==> src/rtl/jtcontra_prom_we.sv <==
// jtcontra_prom_we: splits the linear ROM download into SDRAM bank writes and colour PROM strobes.
// Optional JTCONTRA_PROM_CHECK_EN adds chksum, a 16-bit running sum of every accepted byte.
module jtcontra_prom_we #(
  parameter logic [24:0] SND_START  = 25'h02_8000,
  parameter logic [24:0] PCM_START  = 25'h03_0000,
  parameter logic [24:0] GFX1_START = 25'h04_8000,
  parameter logic [24:0] GFX2_START = 25'h0C_8000,
  parameter logic [24:0] PROM_START = 25'h12_8000
) (
  input  logic        clk,
  input  logic        rst,
  input  logic        downloading,
  input  logic [24:0] ioctl_addr,
  input  logic [7:0]  ioctl_data,
  input  logic        ioctl_wr,
  input  logic        sdram_ack,
  output logic [21:0] prog_addr,
  output logic [7:0]  prog_data,
  output logic [1:0]  prog_mask,
  output logic [1:0]  prog_ba,
  output logic        prog_we,
  output logic        prom_we,
  output logic        dwnld_busy,
  output logic        overrun
`ifdef JTCONTRA_PROM_CHECK_EN
  ,
  output logic [15:0] chksum
`endif
);

  localparam logic [24:0] PROM_END = PROM_START + 25'd1024;

  typedef enum logic {IDLE, PEND} state_e;
  state_e state, state_nx;

  logic [24:0] off;
  logic [1:0]  dec_ba;
  logic        is_sdram, is_prom;
  logic [21:0] dec_addr;
  logic [1:0]  dec_mask;

  always_comb begin
    // NOTE: every variable gets a default first, so no path through the block can infer a latch.
    off      = ioctl_addr;
    dec_ba   = 2'd0;
    is_sdram = 1'b0;
    is_prom  = 1'b0;
    if (ioctl_addr < SND_START) begin
      is_sdram = 1'b1;
    end else if (ioctl_addr < PCM_START) begin
      off = ioctl_addr - SND_START;  dec_ba = 2'd1;  is_sdram = 1'b1;
    end else if (ioctl_addr < GFX1_START) begin
      // PCM follows the sound ROM inside bank 1
      off = ioctl_addr - PCM_START + (PCM_START - SND_START);  dec_ba = 2'd1;  is_sdram = 1'b1;
    end else if (ioctl_addr < GFX2_START) begin
      off = ioctl_addr - GFX1_START;  dec_ba = 2'd2;  is_sdram = 1'b1;
    end else if (ioctl_addr < PROM_START) begin
      off = ioctl_addr - GFX2_START;  dec_ba = 2'd3;  is_sdram = 1'b1;
    end else if (ioctl_addr < PROM_END) begin
      off = ioctl_addr - PROM_START;  is_prom = 1'b1;
    end
  end

  assign dec_addr = 22'(off >> 1);
  assign dec_mask = off[0] ? 2'b01 : 2'b10;

  logic wr_ok, sd_wr, pr_wr;
  assign wr_ok = ioctl_wr & downloading;
  assign sd_wr = wr_ok & is_sdram;
  assign pr_wr = wr_ok & is_prom;

  logic       def_pend;
  logic [9:0] def_addr;
  logic [7:0] def_data;
  logic       sd_take, pr_take, pr_defer, def_issue, drop;

  always_comb begin
    state_nx  = state;
    sd_take   = 1'b0;
    pr_take   = 1'b0;
    pr_defer  = 1'b0;
    def_issue = 1'b0;
    drop      = 1'b0;
    case (state)
      IDLE: if (sd_wr) begin
        sd_take  = 1'b1;
        state_nx = PEND;
      end
      PEND: if (sdram_ack) begin
        if (sd_wr) sd_take = 1'b1;
        else       state_nx = IDLE;
      end else if (sd_wr) begin
        drop = 1'b1;
      end
      default: state_nx = IDLE;
    endcase
    // the PROM strobe reuses prog_addr/prog_data, so it waits while an SDRAM write is held
    if (pr_wr) begin
      if (def_pend)              drop     = 1'b1;
      else if (state_nx == IDLE) pr_take  = 1'b1;
      else                       pr_defer = 1'b1;
    end
    if (def_pend && state_nx == IDLE) def_issue = 1'b1;
  end

  logic dl_q, dl_rise;
  assign dl_rise = downloading & ~dl_q;

  // NOTE: sequential state uses non-blocking assignments so all registers update together.
  always_ff @(posedge clk or posedge rst) begin
    if (rst) begin
      state     <= IDLE;
      prog_addr <= '0;
      prog_data <= '0;
      prog_mask <= '0;
      prog_ba   <= '0;
      prom_we   <= 1'b0;
      def_pend  <= 1'b0;
      def_addr  <= '0;
      def_data  <= '0;
      dl_q      <= 1'b0;
      overrun   <= 1'b0;
    end else begin
      state   <= state_nx;
      prom_we <= pr_take | def_issue;
      dl_q    <= downloading;
      if (sd_take) begin
        prog_addr <= dec_addr;
        prog_data <= ioctl_data;
        prog_mask <= dec_mask;
        prog_ba   <= dec_ba;
      end else if (pr_take) begin
        prog_addr <= {12'd0, off[9:0]};
        prog_data <= ioctl_data;
      end else if (def_issue) begin
        prog_addr <= {12'd0, def_addr};
        prog_data <= def_data;
      end
      if (pr_defer) begin
        def_pend <= 1'b1;
        def_addr <= off[9:0];
        def_data <= ioctl_data;
      end else if (def_issue) begin
        def_pend <= 1'b0;
      end
      if (dl_rise)   overrun <= 1'b0;
      else if (drop) overrun <= 1'b1;
    end
  end

  assign prog_we    = (state == PEND);
  assign dwnld_busy = downloading | prog_we | def_pend;

`ifdef JTCONTRA_PROM_CHECK_EN
  logic [15:0] sum_base;
  assign sum_base = dl_rise ? 16'd0 : chksum;

  always_ff @(posedge clk or posedge rst) begin
    if (rst)                              chksum <= '0;
    else if (sd_take | pr_take | pr_defer) chksum <= sum_base + {8'd0, ioctl_data};
    else                                  chksum <= sum_base;
  end
`endif

endmodule

==> config.mk <==
export PLATFORM = sky130hd
export DESIGN_NAME = jtcontra_prom_we
export DESIGN_NICKNAME = d
export VERILOG_FILES = /design/src/rtl/jtcontra_prom_we.sv
export SDC_FILE = /design/constraint.sdc
export NUM_CORES = 1
export LEC_CHECK = 0
export ABC_AREA = 1
export CAP_MARGIN = 20
export CORE_MARGIN = 1
export CORE_UTILIZATION = 45
export DETAILED_ROUTE_END_ITERATION = 10
export GPL_TIMING_DRIVEN = 0
export PLACE_DENSITY = 0.74
export SLEW_MARGIN = 0
export SYNTH_ARGS = -nofsm -noshare
export SYNTH_HDL_FRONTEND = slang
export SYNTH_SLANG_ARGS = --single-unit
==> constraint.sdc <==
create_clock -name clk -period 1.72 [get_ports clk]
set_clock_uncertainty 0.2 [all_clocks]
set_input_delay 0.172 -clock clk [delete_from_list [all_inputs] [get_ports clk]]
set_output_delay 0.172 -clock clk [all_outputs]
set_load 0.1 [all_outputs]
Word level (Yosys, flattened, before mapping) --
Index checks and enable logic that the tools add are counted.
Operators by class: add/sub/neg operators 6, magnitude comparators 6, multiplexer cells 49, bitwise operators 10, reduce and logical (&&, ||, !) cells 4
Operator list (number):
- $mux 23 | 6
- $mux 22 | 3
- $lt 25x18->1 const B | 2
- $lt 25x21->1 const B | 2
- $sub 23x18->23 const B | 2
- $mux 1 | 29
- $lt 25x19->1 const B | 1
- $lt 25x20->1 const B | 1
- $mux 8 | 3
- $add 23x16->23 const B | 1
- $sub 23x19->23 const B | 1
- $sub 23x20->23 const B | 1
- $sub 23x21->23 const B | 1
- $mux 2 | 6
- $and 1x1->1 | 4
- $pmux 1 s2 | 2
- $reduce_bool 2->1 | 2
- $not 1->1 | 3
- $or 1x1->1 | 3
- $reduce_bool 3->1 | 1
- $logic_and 1x1->1 | 1
Word-level totals: register bits after elaboration 57, input bits 38, output and inout bits 38, logic and storage cells 86

Logic depth before layout (Yosys ltp) --
depth in word-level cells 16, gate-level depth with buffers 15, mapped depth without buffers 14

Least setup slack after synthesis --
Ideal clock, no wire load.
path kind register to register, from register state, in the netlist prog_we, to register prog_data[1], setup time 0.120 ns, data arrival time 1.872 ns, data required time 1.400 ns, path slack -0.472 ns, cell stages (with the launch flop) 7, buffers on the path 1, clock period less this slack 2.192 ns, cells stage by stage dfrtp_1 > nand2_1 > nand2_4 > clkbuf_1 > nand3_1 > nand3_1 > nand2_1
Between the ends: word-level cells in the longest chain between the ends 7, elaborated cells between the ends (all ways) 12, those cells by class 8 x mux; 2 x bitwise; 2 x reduce/logical
Ends and longest elaborated chain:
- start: declaration | RTL line 34 | state_e state, state_nx;
- start signal: assignment | RTL line 124 | state <= state_nx;
- $not 1->1
- $pmux 1 s2 | RTL line 84 | case (state)
- $mux 1 | RTL line 100 | else if (state_nx == IDLE) pr_take = 1'b1;
- $mux 1 | RTL line 99 | if (def_pend) drop = 1'b1;
- $mux 1 | RTL line 98 | if (pr_wr) begin
- $mux 8 | RTL line 132 | end else if (pr_take) begin
- $mux 8 | RTL line 127 | if (sd_take) begin
- end signal: assignment | RTL line 129 | prog_data <= ioctl_data;
- end signal: assignment | RTL line 134 | prog_data <= ioctl_data;
- end signal: assignment | RTL line 137 | prog_data <= def_data;
- end: declaration | RTL line 18 | output logic [7:0] prog_data,
Several ways; a longest one is shown, not always the timed one. A chain may end at the register's enable or synchronous reset.

Final worst setup path --
from register state, in the netlist prog_we, to output dwnld_busy
Between the ends: word-level cells in the longest chain between the ends 2
Ends and longest elaborated chain:
- $or 1x1->1 (2 in series) | RTL line 152 | assign dwnld_busy = downloading | prog_we | def_pend;
- end: declaration | RTL line 23 | output logic dwnld_busy,
No other way between the ends.

==> reports/summary.txt <==
Outcome - complete, but fails checks
Violated checks - negative hold slack
Most frequent cells in the layout - nand2_1, dfrtp_1, inv_1
Fmax - 586.1 MHz
Final core utilization - 0.6982
CP cell instances - nor2_1, nand2_2, clkbuf_4
Routability cong. - 0.9088
Sw Ratio - 0.3934
Pint - 2575 uW
Most common cell after layout, fill and taps aside - nand2_1
DR iter-0 viols - 262
Post-DP Area - 4126 sq um
Clk_lat worst skew - 0.34 ns
First-pass DRT Iterations - 5
Combinational group share of total power - 0.324
Req. time, crit path - 1.35 ns
CTS buffer count - 9
Total congestion overflow - 0
Final hold violation count - 1
Avg Cell Area, Syn - 7.578 sq um
Worst-path fanout max - 4
Max clock buf depth - 2
CP top delay family - flip-flops
Worst Hold Class - in -> reg
WS Path Type - reg -> out
Setup tns final - 0 ns
RSZ-0062 raised after global routing - yes
Root buf cell - clkbuf_8
Synthesized area - 3213 sq um
First-pass GRT wire length - 13.85 mm
DR vias - 3179
Buffers plus inverters on the worst setup path - 1
Clk pwr share - 0.320
Layout cells sized above 1 - 0.3011
Fin nets - 573
Die Area - 7482 sq um
Drt total wl - 8.898 mm
Antenna-violating nets left - 0
Most used DFF post-synth - dfrtp_1
HPWL Detailed - 5.966 mm
Clock sinks - 57
NetSw - 1670 uW
Core area - 6832 sq um
DR DRC count - 0
CP Launch Type - flip-flop
Num ports - 76
TritonCTS clock tree - built
Period utilization - 0.9920
Worst hold slack - -0.004446 ns
Clock slew at reported path FFs - 0.06 ns
Vias per cell - 5.014
IR drop worst, VDD - 0.4356 mV
Netlist cell types - 30
Largest net degree at the start of global routing - 42
Area Growth Syn to Fin - 48.44%
Worst slew pin tran - 0.5698 ns
Finished Cell Area - 4770 sq um
Asr flop ratio synth - 1.000
Final-report setup violation count - 0
Worst path slowest cell - dfrtp_4
Via count of the first global-routing pass - 3084
Initial core utilization - 0.4703
Initial antenna violation count - 0
Syn Nets - 464
Worst setup EP type - primary output
# diodes - 0
IO buf count - 75
Avg WL per Cell - 14.03 um
Max-cap viol count - 0
Sequential share of power - 0.356
Worst Path Arrival - 1.33 ns
Leakage Power - 0.002451 uW
Final min period - 1.706 ns
Post-synthesis sequential area ratio - 0.4439
Post-route setup slack - 0.01374 ns
Rows - 30
Cells after Synth - 424
Slew HR - 0.6219
Slowest cell delay on critical path - 0.50 ns
Pre-CTS WS - -0.9132 ns
Depth of the CTS H-tree - 3
Seq cells post-synth - 57
PD cells - 889.9 nW/um^2
Slew Viols, Final - 0
Synth warn - 0
GRT Total Usage - 0.2400
Vert. Die Dim - 86.50 um
Chip width - 86.50 um
EDFF count, synth - 0
-- cells by family (layout without fill, tap and decap cells) --
logic type	count (synthesis)	count (layout)	share of synthesized area
fa+ha+maj	2	2	0.007787
simple gates	223	224	0.3069
flops	57	57	0.4439
compound gates	62	62	0.1234
buf+inv	79	192	0.1153
xor+xnor	1	1	0.002726
-- state kept, by name, summed over array words and instances (netlist names) --
signal,count
def_addr,10
def_data,8
def_pend,1
dl_q,1
overrun,1
prog_addr,22
prog_ba,2
prog_data,8
prog_mask,2
prog_we,1
prom_we,1
-- worst min-delay path, stage by stage --
cell and delay (ns):
dlymetal6s2s_1 0.15, nand2_1 0.07, o21a_1 0.09
-- timing repair --
action                                 in CTS  in global routing
setup endpoints to repair                  92                 53
gates resized for setup                   165                 61
pin swaps                                  16                 16
cloned                                      2                  1
setup buffers                               5                  9
hold buffers                                3                  2
endpoints found under the hold margin      18                  2
-- synthesized netlist by cell type (all sizes together) (2+ instances only) --
cell | instances | area [sq um]
buf | 13 | 117.6
nand4 | 2 | 12.51
clkbuf | 3 | 13.76
o21a | 2 | 15.01
dfrtp | 57 | 1426
nand3b | 3 | 22.52
inv | 63 | 239.0
ha | 2 | 25.02
a21oi | 17 | 85.08
nor2 | 31 | 141.4
o21ai | 39 | 266.5
nand3 | 52 | 277.8
nand2 | 134 | 525.5
o211ai | 2 | 15.01
-- power by group through the flow --
stage	combinational [uW]	sequential (uW)	clock (uW)
after floorplan	215	2300	0
after global placement	1360	1530	0
after detailed placement	1370	1530	0
after CTS	1350	1510	1380
after global routing	1430	1520	1440
final	1380	1510	1360
-- worst paths after layout --
path | start | endpoint | slack [ns] | depth (start not counted)
min in group asynchronous | rst | prog_addr[6] | 0.55 | 3
worst max-delay path | prog_we | dwnld_busy | 0.01 | 3
worst min-delay path | downloading | overrun | -0.004 | 3
max in group asynchronous | rst | prog_data[5] | 0.24 | 4
worst max register to register | prog_we | prog_addr[1] | 0.05 | 7
worst min register to register | prog_addr[3] | prog_addr[3] | 0.28 | 2
-- through the flow --
stage / hold slack [ns] / power (uW) / cells
floorplan: 0.003430 / 2513 / 424
finish: -0.004446 / 4245 / 634
global route: 0.02766 / 4392 / 634
global placement: 0.2579 / 2887 / 595
detailed placement: 0.2618 / 2906 / 596
CTS: 0.01162 / 4246 / 622
-- layer usage --
| metal | vias up | track usage | routed length (um) |
|---|---|---|---|
| met1 | 1499 | 0.2851 | 3698 |
| met3 | 14 | 0.05429 | 470 |
| met4 | 0 | 0.08939 | 119 |
| met5 | - | 0 | 0 |
| met2 | 105 | 0.4242 | 4610 |
| li1 | 1561 | - | - |
-- area by class of cell --
cell class	count	area, sq um
clock inverter	6	82.58
sequential	57	1430
buffer	16	192.7
inverter	63	257.7
timing repair buffer	97	989.7
tap	96	120.1
fill	542	2062
multi-input combinational	289	1569
clock buffer	10	127.6
No activity file was read; power rests on OpenSTA's default activity.
